### src/rtl/mod_segment_mapper_pkg.sv
// Shared types, default sizing and the saturating negate used by the
// segment mapper in the modulation pipe.
package mod_pipe_pkg;

  typedef enum logic [0:0] {
    IDLE = 1'b0,
    EMIT = 1'b1
  } state_e;

  localparam int MOD_WIDTH    = 32;
  localparam int MOD_SYM_BITS = 2;
  localparam int MOD_SEG_LEN  = 8;
  localparam int MOD_MAX_W    = 64;

  // Operates on a sign-extended value so one function serves any width up to
  // MOD_MAX_W; the most negative w-bit value saturates to the most positive.
  function automatic logic [MOD_MAX_W-1:0] sat_negate(input logic [MOD_MAX_W-1:0] x,
                                                      input int unsigned w);
    logic [MOD_MAX_W-1:0] min_v;
    min_v = {MOD_MAX_W{1'b1}} << (w - 32'd1);
    if (x == min_v) begin
      sat_negate = ~min_v;
    end else begin
      sat_negate = -x;
    end
  endfunction

endpackage

### src/rtl/mod_segment_mapper_if.sv
// Symbol input, sample output and table-configuration signals of the
// segment mapper.
interface mod_segment_mapper_if
  import mod_pipe_pkg::*;
#(
  parameter int WIDTH    = MOD_WIDTH,
  parameter int SYM_BITS = MOD_SYM_BITS,
  parameter int IDX_W    = (MOD_SEG_LEN > 1) ? $clog2(MOD_SEG_LEN) : 1
);
  logic                cfg_we;
  logic [SYM_BITS-1:0] cfg_sym;
  logic [IDX_W-1:0]    cfg_idx;
  logic [WIDTH-1:0]    cfg_data;
  logic                cfg_invert;
  logic                in_valid;
  logic                in_ready;
  logic [SYM_BITS-1:0] in_sym;
  logic                out_valid;
  logic                out_ready;
  logic [WIDTH-1:0]    out_data;
  logic                out_last;
  logic                busy;

  modport master (
    output cfg_we, cfg_sym, cfg_idx, cfg_data, cfg_invert,
    output in_valid, in_sym, out_ready,
    input  in_ready, out_valid, out_data, out_last, busy
  );

  modport slave (
    input  cfg_we, cfg_sym, cfg_idx, cfg_data, cfg_invert,
    input  in_valid, in_sym, out_ready,
    output in_ready, out_valid, out_data, out_last, busy
  );
endinterface

### src/rtl/mod_segment_mapper_table.sv
// NUM_SYM x SEG_LEN reference-segment register file: synchronous write,
// combinational read (old data on same-cycle collision), cleared on reset.
module mod_segment_table
  import mod_pipe_pkg::*;
#(
  parameter int WIDTH    = MOD_WIDTH,
  parameter int SYM_BITS = MOD_SYM_BITS,
  parameter int SEG_LEN  = MOD_SEG_LEN,
  parameter int IDX_W    = (SEG_LEN > 1) ? $clog2(SEG_LEN) : 1
) (
  input  logic                clk,
  input  logic                reset,
  input  logic                we_i,
  input  logic [SYM_BITS-1:0] wr_sym_i,
  input  logic [IDX_W-1:0]    wr_idx_i,
  input  logic [WIDTH-1:0]    wr_data_i,
  input  logic [SYM_BITS-1:0] rd_sym_i,
  input  logic [IDX_W-1:0]    rd_idx_i,
  output logic [WIDTH-1:0]    rd_data_o
);
  localparam int NUM_SYM = 1 << SYM_BITS;

  logic [WIDTH-1:0] mem_q [NUM_SYM][SEG_LEN];

  // Table storage; out-of-range sample indices are dropped
  always_ff @(posedge clk or posedge reset) begin
    if (reset) begin
      for (int s = 0; s < NUM_SYM; s++) begin
        for (int i = 0; i < SEG_LEN; i++) begin
          mem_q[s][i] <= '0;
        end
      end
    end else if (we_i && (32'(wr_idx_i) < 32'(SEG_LEN))) begin
      mem_q[wr_sym_i][wr_idx_i] <= wr_data_i;
    end
  end

  // Read port
  always_comb begin
    rd_data_o = '0;
    if (32'(rd_idx_i) < 32'(SEG_LEN)) begin
      rd_data_o = mem_q[rd_sym_i][rd_idx_i];
    end else begin
      rd_data_o = '0;
    end
  end

endmodule

### src/rtl/mod_segment_mapper.sv
// M-ary symbol to reference-segment mapper: each accepted symbol emits
// SEG_LEN registered samples from a runtime table, optionally negated.
module mod_segment_mapper
  import mod_pipe_pkg::*;
#(
  parameter int WIDTH    = MOD_WIDTH,
  parameter int SYM_BITS = MOD_SYM_BITS,
  parameter int SEG_LEN  = MOD_SEG_LEN,
  parameter int IDX_W    = (SEG_LEN > 1) ? $clog2(SEG_LEN) : 1
) (
  input  logic                 clk,
  input  logic                 reset,
  mod_segment_mapper_if.slave  bus
);
  localparam logic [IDX_W-1:0] LAST_IDX = IDX_W'(SEG_LEN - 1);

  state_e              state_q, state_d;
  logic [WIDTH-1:0]    data_q, data_d;
  logic                last_q, last_d;
  logic [IDX_W-1:0]    cnt_q, cnt_d;
  logic [SYM_BITS-1:0] sym_q, sym_d;
  logic                inv_q, inv_d;

  logic                in_ready_s;
  logic                accept_s;
  logic                inv_sel_s;
  logic [IDX_W-1:0]    cnt_inc_s;
  logic [SYM_BITS-1:0] rd_sym_s;
  logic [IDX_W-1:0]    rd_idx_s;
  logic [WIDTH-1:0]    rd_data_s;
  logic [WIDTH-1:0]    samp_s;

  mod_segment_table #(
    .WIDTH    (WIDTH),
    .SYM_BITS (SYM_BITS),
    .SEG_LEN  (SEG_LEN),
    .IDX_W    (IDX_W)
  ) u_table (
    .clk       (clk),
    .reset     (reset),
    .we_i      (bus.cfg_we),
    .wr_sym_i  (bus.cfg_sym),
    .wr_idx_i  (bus.cfg_idx),
    .wr_data_i (bus.cfg_data),
    .rd_sym_i  (rd_sym_s),
    .rd_idx_i  (rd_idx_s),
    .rd_data_o (rd_data_s)
  );

  assign in_ready_s = (state_q == IDLE) || (bus.out_ready && last_q);
  assign accept_s   = bus.in_valid && in_ready_s;
  assign cnt_inc_s  = cnt_q + IDX_W'(1);

  // A new symbol reads its first entry with the invert flag it arrives with
  always_comb begin
    rd_sym_s  = sym_q;
    rd_idx_s  = cnt_inc_s;
    inv_sel_s = inv_q;
    samp_s    = rd_data_s;
    if (accept_s) begin
      rd_sym_s  = bus.in_sym;
      rd_idx_s  = '0;
      inv_sel_s = bus.cfg_invert;
    end else begin
      rd_sym_s  = sym_q;
      rd_idx_s  = cnt_inc_s;
      inv_sel_s = inv_q;
    end
    if (inv_sel_s) begin
      samp_s = WIDTH'(sat_negate(MOD_MAX_W'(signed'(rd_data_s)), WIDTH));
    end else begin
      samp_s = rd_data_s;
    end
  end

  // Emission FSM next state and output-register updates
  always_comb begin
    state_d = state_q;
    data_d  = data_q;
    last_d  = last_q;
    cnt_d   = cnt_q;
    sym_d   = sym_q;
    inv_d   = inv_q;
    case (state_q)
      IDLE: begin
        if (accept_s) begin
          state_d = EMIT;
          sym_d   = bus.in_sym;
          inv_d   = bus.cfg_invert;
          data_d  = samp_s;
          last_d  = (SEG_LEN == 32'd1);
          cnt_d   = '0;
        end else begin
          state_d = IDLE;
        end
      end
      EMIT: begin
        if (!bus.out_ready) begin
          state_d = EMIT;
        end else if (!last_q) begin
          cnt_d  = cnt_inc_s;
          data_d = samp_s;
          last_d = (cnt_inc_s == LAST_IDX);
        end else if (accept_s) begin
          sym_d  = bus.in_sym;
          inv_d  = bus.cfg_invert;
          data_d = samp_s;
          last_d = (SEG_LEN == 32'd1);
          cnt_d  = '0;
        end else begin
          state_d = IDLE;
          last_d  = 1'b0;
        end
      end
      default: begin
        state_d = IDLE;
        last_d  = 1'b0;
      end
    endcase
  end

  // State and output registers
  always_ff @(posedge clk or posedge reset) begin
    if (reset) begin
      state_q <= IDLE;
      data_q  <= '0;
      last_q  <= 1'b0;
      cnt_q   <= '0;
      sym_q   <= '0;
      inv_q   <= 1'b0;
    end else begin
      state_q <= state_d;
      data_q  <= data_d;
      last_q  <= last_d;
      cnt_q   <= cnt_d;
      sym_q   <= sym_d;
      inv_q   <= inv_d;
    end
  end

  assign bus.in_ready  = in_ready_s;
  assign bus.out_valid = (state_q == EMIT);
  assign bus.busy      = (state_q == EMIT);
  assign bus.out_data  = data_q;
  assign bus.out_last  = last_q;

endmodule
### src/flat_wrapper.sv
// flat-port wrapper written by rule: the top's interface ports become plain ports
module mod_segment_mapper_flat import mod_pipe_pkg::*;
#(
  parameter int WIDTH    = MOD_WIDTH,
  parameter int SYM_BITS = MOD_SYM_BITS,
  parameter int SEG_LEN  = MOD_SEG_LEN,
  parameter int IDX_W    = (SEG_LEN > 1) ? $clog2(SEG_LEN) : 1
)
  (clk, reset, bus_cfg_we, bus_cfg_sym, bus_cfg_idx, bus_cfg_data, bus_cfg_invert, bus_in_valid, bus_in_sym, bus_out_ready, bus_in_ready, bus_out_valid, bus_out_data, bus_out_last, bus_busy);
  mod_segment_mapper_if #(.WIDTH(WIDTH), .SYM_BITS(SYM_BITS), .IDX_W(IDX_W)) bus_i ();
  input  logic clk;
  input  logic reset;
  input wire logic [$bits(bus_i.cfg_we)-1:0] bus_cfg_we;
  input wire logic [$bits(bus_i.cfg_sym)-1:0] bus_cfg_sym;
  input wire logic [$bits(bus_i.cfg_idx)-1:0] bus_cfg_idx;
  input wire logic [$bits(bus_i.cfg_data)-1:0] bus_cfg_data;
  input wire logic [$bits(bus_i.cfg_invert)-1:0] bus_cfg_invert;
  input wire logic [$bits(bus_i.in_valid)-1:0] bus_in_valid;
  input wire logic [$bits(bus_i.in_sym)-1:0] bus_in_sym;
  input wire logic [$bits(bus_i.out_ready)-1:0] bus_out_ready;
  output wire logic [$bits(bus_i.in_ready)-1:0] bus_in_ready;
  output wire logic [$bits(bus_i.out_valid)-1:0] bus_out_valid;
  output wire logic [$bits(bus_i.out_data)-1:0] bus_out_data;
  output wire logic [$bits(bus_i.out_last)-1:0] bus_out_last;
  output wire logic [$bits(bus_i.busy)-1:0] bus_busy;
  assign bus_i.cfg_we = bus_cfg_we;
  assign bus_i.cfg_sym = bus_cfg_sym;
  assign bus_i.cfg_idx = bus_cfg_idx;
  assign bus_i.cfg_data = bus_cfg_data;
  assign bus_i.cfg_invert = bus_cfg_invert;
  assign bus_i.in_valid = bus_in_valid;
  assign bus_i.in_sym = bus_in_sym;
  assign bus_i.out_ready = bus_out_ready;
  assign bus_in_ready = bus_i.in_ready;
  assign bus_out_valid = bus_i.out_valid;
  assign bus_out_data = bus_i.out_data;
  assign bus_out_last = bus_i.out_last;
  assign bus_busy = bus_i.busy;
  mod_segment_mapper #(.WIDTH(WIDTH), .SYM_BITS(SYM_BITS), .SEG_LEN(SEG_LEN), .IDX_W(IDX_W)) u_core (.clk(clk), .reset(reset), .bus(bus_i));
endmodule
### config.mk
export PLATFORM = sky130hd
export DESIGN_NAME = mod_segment_mapper_flat
export DESIGN_NICKNAME = d
export VERILOG_FILES = /design/src/rtl/mod_segment_mapper_pkg.sv /design/src/rtl/mod_segment_mapper_if.sv /design/src/rtl/mod_segment_mapper_table.sv /design/src/rtl/mod_segment_mapper.sv /design/src/flat_wrapper.sv
export SDC_FILE = /design/constraint.sdc
export NUM_CORES = 2
export LEC_CHECK = 0
export BUFFER_PORTS_ARGS = -buffer_cell sky130_fd_sc_hd__buf_2
export CAP_MARGIN = 40
export CORE_ASPECT_RATIO = 0.6
export CORE_MARGIN = 10
export CORE_UTILIZATION = 50
export CTS_CLUSTER_DIAMETER = 120
export DETAILED_ROUTE_END_ITERATION = 10
export PLACE_DENSITY = 0.73
export REMOVE_ABC_BUFFERS = 1
export SLEW_MARGIN = 15
export SYNTH_ARGS = -nofsm -noshare
export SYNTH_HDL_FRONTEND = slang
export SYNTH_SLANG_ARGS = --single-unit
export TNS_END_PERCENT = 10
### constraint.sdc
create_clock -name clk -period 51.3 [get_ports clk]
set_input_delay 10.26 -clock clk [delete_from_list [all_inputs] [get_ports clk]]
set_output_delay 10.26 -clock clk [all_outputs]
set_load 0.01 [all_outputs]
* After elaboration in Yosys (flattened, before gate mapping)
Index checks and enable logic that the tools add are counted.
** Operators by class
- Add/sub/neg operators :: 2
- Magnitude comparators :: 6
- Equality and inequality tests :: 5
- Mux-type cells :: 38
- Bitwise logic cells :: 5
- Reductions and logical operators :: 7
** Operators by type and width (count)
- bitwise mux 1024 bit :: 1
- 2-to-1 mux 256 bit :: 3
- binary-select mux 256 bit (select 2 bit) :: 1
- demux 256 bit (select 2 bit) :: 1
- 2-to-1 mux 32 bit :: 8
- binary-select mux 32 bit (select 3 bit) :: 1
- demux 32 bit (select 3 bit) :: 1
- == test 64 bit (second input constant) :: 1
- one-hot mux 32 bit (2 select lines) :: 1
- negator 32 bit :: 1
- 2-to-1 mux 3 bit :: 4
- 2-to-1 mux 1 bit :: 9
- >= comparator 4 bit (second input constant) :: 2
- NOT 3 -> 4 bit :: 2
- >= comparator 3 bit (second input constant) :: 2
- 2-to-1 mux 2 bit :: 3
- NOT 2 -> 3 bit :: 2
- one-hot mux 1 bit (2 select lines) :: 3
- one-hot mux 3 bit (2 select lines) :: 1
- logical AND 1 bit :: 4
- < comparator 4 x 1 -> 1 bit (second input constant) :: 1
- inequality test 2 bit (second input constant) :: 2
- one-hot mux 2 bit (2 select lines) :: 1
- AND reduction 2 bit :: 2
- 6 further kinds :: 6
** Storage, ports and cells
- Flip-flop bits (word level) :: 1064
- Output and inout bits :: 36
- Word-level logic and storage cells :: 101

* Longest topological paths before layout
- Word-level depth :: 18
- Depth in mapped cells :: 26
- Mapped depth without buffers :: 17

* By module
A second synthesis with hierarchy kept.
** Unflattened totals
- Cells, all modules :: 3781
- Area, all modules :: 50074.3 sq um
** Modules (own cells, without submodules)
- mod_segment_table :: times used 1, cells an instance 3448, area each 47351.7 sq um
- mod_segment_mapper :: times used 1, cells an instance 333, area each 2722.6 sq um

* Worst setup path before layout
No wires, ideal clock.
- Kind :: input -> output
- Start :: input bus_out_ready
- End :: output bus_in_ready
- Arrival time :: 11049 ps
- Required time :: 41040 ps
- Path slack :: 29991 ps
- Cell stages on the path :: 5
- Path buffers :: 3
- Path through :: buf_2 -> a21boi_4 -> inv_4 -> buf_6 -> buf_2
** Between the ends
- Longest elaborated chain between the ends :: 2
** Ends and longest elaborated chain
- start, declared :: RTL line flat_wrapper.sv:20 : input wire logic [$bits(bus_i.out_ready)-1:0] bus_out_ready;
- logical AND 1 bit :: RTL line mod_segment_mapper.sv:50 : assign in_ready_s = (state_q == IDLE) || (bus.out_ready && last_q);
- logical OR 1 bit :: RTL line mod_segment_mapper.sv:50
- end, declared :: RTL line flat_wrapper.sv:21 : output wire logic [$bits(bus_i.in_ready)-1:0] bus_in_ready;
No other way between the ends.

* Final worst setup path
Ends and elaborated chain as after synthesis.

==> impl_metrics.toml <==
[run_status]
status = "completed"

[clock_tree]
cts_max_level = 3
clock_sinks = 1064
cts_resized = 0
cts_hold_buf = 0
clock_path_buffers = 3
cts-root-buf = "clkbuf_16"
clkTransAtPathRegs_ns = 0.07
post_cts_buffers = 0
cts_buffers = 96
clock_latency_ns = 0.72
cts_tree = "done"

[synthesis]
synth_area_leaders = "dfrtp_1, mux2_2, mux2i_1"
netlist_area_mm2 = 0.0505
ys_seq_elements = 1064
synthCells = 3969
synth_top_cell_by_area = "dfrtp_1"
synth_edf_count = 0
synth_ff_type = "dfrtp_1"
yosysTopAreaCellShare_pct = 52.8
async_flop_share_pct = 100
synth.yosys.seq_area_share_pct = 52.8
yosysWarningCount = 0
ys_types = 77
avgSynthCellArea_um2 = 12.7

[worst_setup_path]
path_common_cell = "buf_2"
worstPathArrival_ns = 11.48
path_buf_inv = 3
path_cells = "buf_2 -> a21boi_4 -> inv_4 -> buf_2"
cp_slowest_cell = "a21boi_4"
r2r_slack_ns = 44.26
worstPathMaxFanout = 26
rr_worst_depth = 18
crit_type = "input port to primary output"
start_kind = "input port"
cp.required_ns = 41.04
r2r_end = "u_core.bus.out_data[0]"
worstReg2RegStart = "u_core.bus.busy"
crit_path_end_kind = "primary output"
cpLargestDelayFamily = "buffers and inverters"
critPathMaxStageDelay_ns = 0.48

[pwr]
comb_power_share_pct = 43.6
switching_share_pct = 41.2
peakVddDrop_uv = 47.1
p_per_area_mw_per_mm2 = 60.6
pwr-share-seq_pct = 33.3
p_clk_share_pct = 23.1
p_int_uw = 1980
p_sw_uw = 1390
leakage_uw = 0.0245

[grt]
grt_pass1_wl_um = 228000
first_global_vias = 34459
antenna_found_initial = 7
grt_usage_pct = 26.0
grt_max_degree = 115
grt-ovfl-total = 0

[routing]
drt_iter0_markers = 3870
first_pass_iters = 6
num_vias = 34705
drc_errors = 0
wl_um = 152000
drtAntennaViolNets = 0
wl_per_cell_um = 28.7
routed_via_density = 6.55

[final_layout]
syn_to_final_growth_pct = 10.1
multi_input_comb_area_mm2 = 0.0221
final_common_cell = "mux2_2"
final_core_util_pct = 55.4
nets = 3929
mostFrequentLayoutCells = "mux2_2, dfrtp_1, nand2_1, mux2i_1, o221ai_1"
regArea_mm2 = 0.0266
fillers = 8190
drive_gt1_share_pct = 38.6

[placed_design]
numPortBuffers = 80
routabilityCongestion = 0.881
dp_hpwl_um = 88800

[worst_hold_path]
hold_end = "u_core.u_table.mem_q[835]"
holdCritStartpoint = "u_core.u_table.mem_q[835]"
hold_depth = 1
hp-class = "flop to flop"

[sta]
timing.fmax_ghz = 0.0460
tightestPinTransition_ns = 0.943
rsz0062_at_grt = "no"
finalCritPeriodShare_pct = 42.4
slew_headroom_pct = 37.1
finClkSkew_ns = 0.0335
final_hold_viol_count = 0
fin_tns_setup_ns = 0
period_needed_ns = 21.74
final_max_slew_viol_count = 0
setup_viol = 0

[die]
die_h_um = 266
rows = 90
ios = 81
dieWidth_um = 430
dieArea_mm2 = 0.114
core_area_mm2 = 0.100
initial_core_util_pct = 50.3

[run]
cap_violations = 0
-- final cells by class --
cell class                      count  share of cell area [%]
Multi-Input combinational cell   2488                    39.8
Timing Repair Buffer              195                    2.94
Clock inverter                     41                    1.04
Tap cell                         1334                    3.00
Sequential cell                  1064                    47.9
Clock buffer                      138                    5.04
Antenna cell                        2                 0.00901
Inverter                           36                   0.266
-- flip-flops by register name, summed over array words and instances (netlist names) --
name and flops:
u_core.inv_q 1, u_core.bus.busy 1, u_core.cnt_q 3, u_core.sym_q 2
u_core.bus.out_last 1, u_core.bus.out_data 32, u_core.u_table.mem_q 1024
-- per-stage QoR --
stage / worst slack, ns / instances / area (um2) / total power (uW) / hold WS [ns]
final: 29.56 / 5298 / 55600 / 3370 / 0.500
after global routing: 29.53 / 5297 / 55600 / 3500 / 0.511
after CTS: 29.60 / 5290 / 55400 / 3330 / 0.501
after detailed placement: 29.60 / 5111 / 52000 / 2550 / 0.488
after global placement: 29.63 / 5085 / 51600 / 2490 / 0.482
after floorplan: 11.09 / 3588 / 48600 / 2040 / 0.473
-- cells in the mapped netlist, types with 4 or more instances --
| cell | n |
|---|---|
| a211oi_1 | 59 |
| a21oi_1 | 73 |
| a21oi_2 | 22 |
| a221oi_1 | 7 |
| a22oi_1 | 89 |
| a311oi_1 | 10 |
| a31oi_1 | 38 |
| a32oi_1 | 25 |
| a41oi_1 | 7 |
| and2_1 | 5 |
| and3_1 | 30 |
| buf_1 | 61 |
| buf_2 | 83 |
| buf_4 | 37 |
| buf_6 | 20 |
| clkbuf_1 | 178 |
| dfrtp_1 | 1064 |
| inv_1 | 31 |
| mux2_2 | 1067 |
| mux2i_1 | 192 |
| nand2_1 | 227 |
| nand2b_1 | 4 |
| nand3_1 | 91 |
| nand3b_1 | 11 |
| nand4_1 | 8 |
| nor2_1 | 96 |
| nor2b_1 | 4 |
| nor3_1 | 15 |
| nor3_2 | 6 |
| nor3b_1 | 4 |
| nor4_2 | 6 |
| o2111ai_1 | 27 |
| o2111ai_2 | 6 |
| o211ai_1 | 26 |
| o21ai_0 | 42 |
| o21bai_1 | 31 |
| o221ai_1 | 150 |
| o22ai_1 | 21 |
| or2_2 | 7 |
| xnor2_1 | 15 |
| xor2_1 | 13 |
-- worst register-to-register path, stage by stage, from the launching register on --
cell       delay (ns)
dfrtp_1          0.62
a21boi_4         0.57
inv_4            0.31
a21oi_4          0.22
buf_4            0.56
nor2_4           0.20
buf_4            0.42
buf_4            0.46
buf_4            0.55
o2111ai_1        0.32
a32oi_1          0.12
o2111ai_1        0.63
nand3_1          0.25
nor3_2           0.33
and3_1           0.45
and4_1           0.48
nor2_4           0.12
buf_12           0.19
a21oi_1          0.17
-- power groups by stage --
stage	Combinational, uW	Sequential, uW	Clock [uW]
after floorplan	912	1130	0
after global placement	1370	1120	0
after detailed placement	1420	1130	0
after CTS	1430	1120	786
after global routing	1550	1140	820
final	1470	1120	778
-- kinds of logic (layout without fill, tap and decap cells) --
logic type,Yosys count,in the layout,share of synthesized area (%)
and+or+nand+nor,530,530,4.92
other,0,2,0
DFF,1064,1064,52.8
xor gates and xnor gates,28,28,0.486
AOI/OAI and AO/OA,667,667,10.1
adders and majority gates,3,3,0.0744
muxes,1260,1260,27.7
buffers and inverters,417,410,3.93
-- worst max path at each step --
stage	startpoint	end	slack, ns	cells after the start
floorplan	reset	u_core.bus.busy	11.09	1
global placement	bus_out_ready	bus_in_ready	29.63	4
detailed placement	bus_out_ready	bus_in_ready	29.60	4
CTS	bus_out_ready	bus_in_ready	29.60	4
global route	bus_out_ready	bus_in_ready	29.53	4
finish	bus_out_ready	bus_in_ready	29.56	4
-- routing by layer --
layer	part of all wire (%)	track usage (%)	vias to the layer above
met5	0.017	0	-
met3	9.1	5.76	330
li1	-	-	14517
met1	44	37.4	18198
met4	3.7	9.42	4
met2	43	38.2	1656
Note: power is estimated with default switching activity, not from simulation.
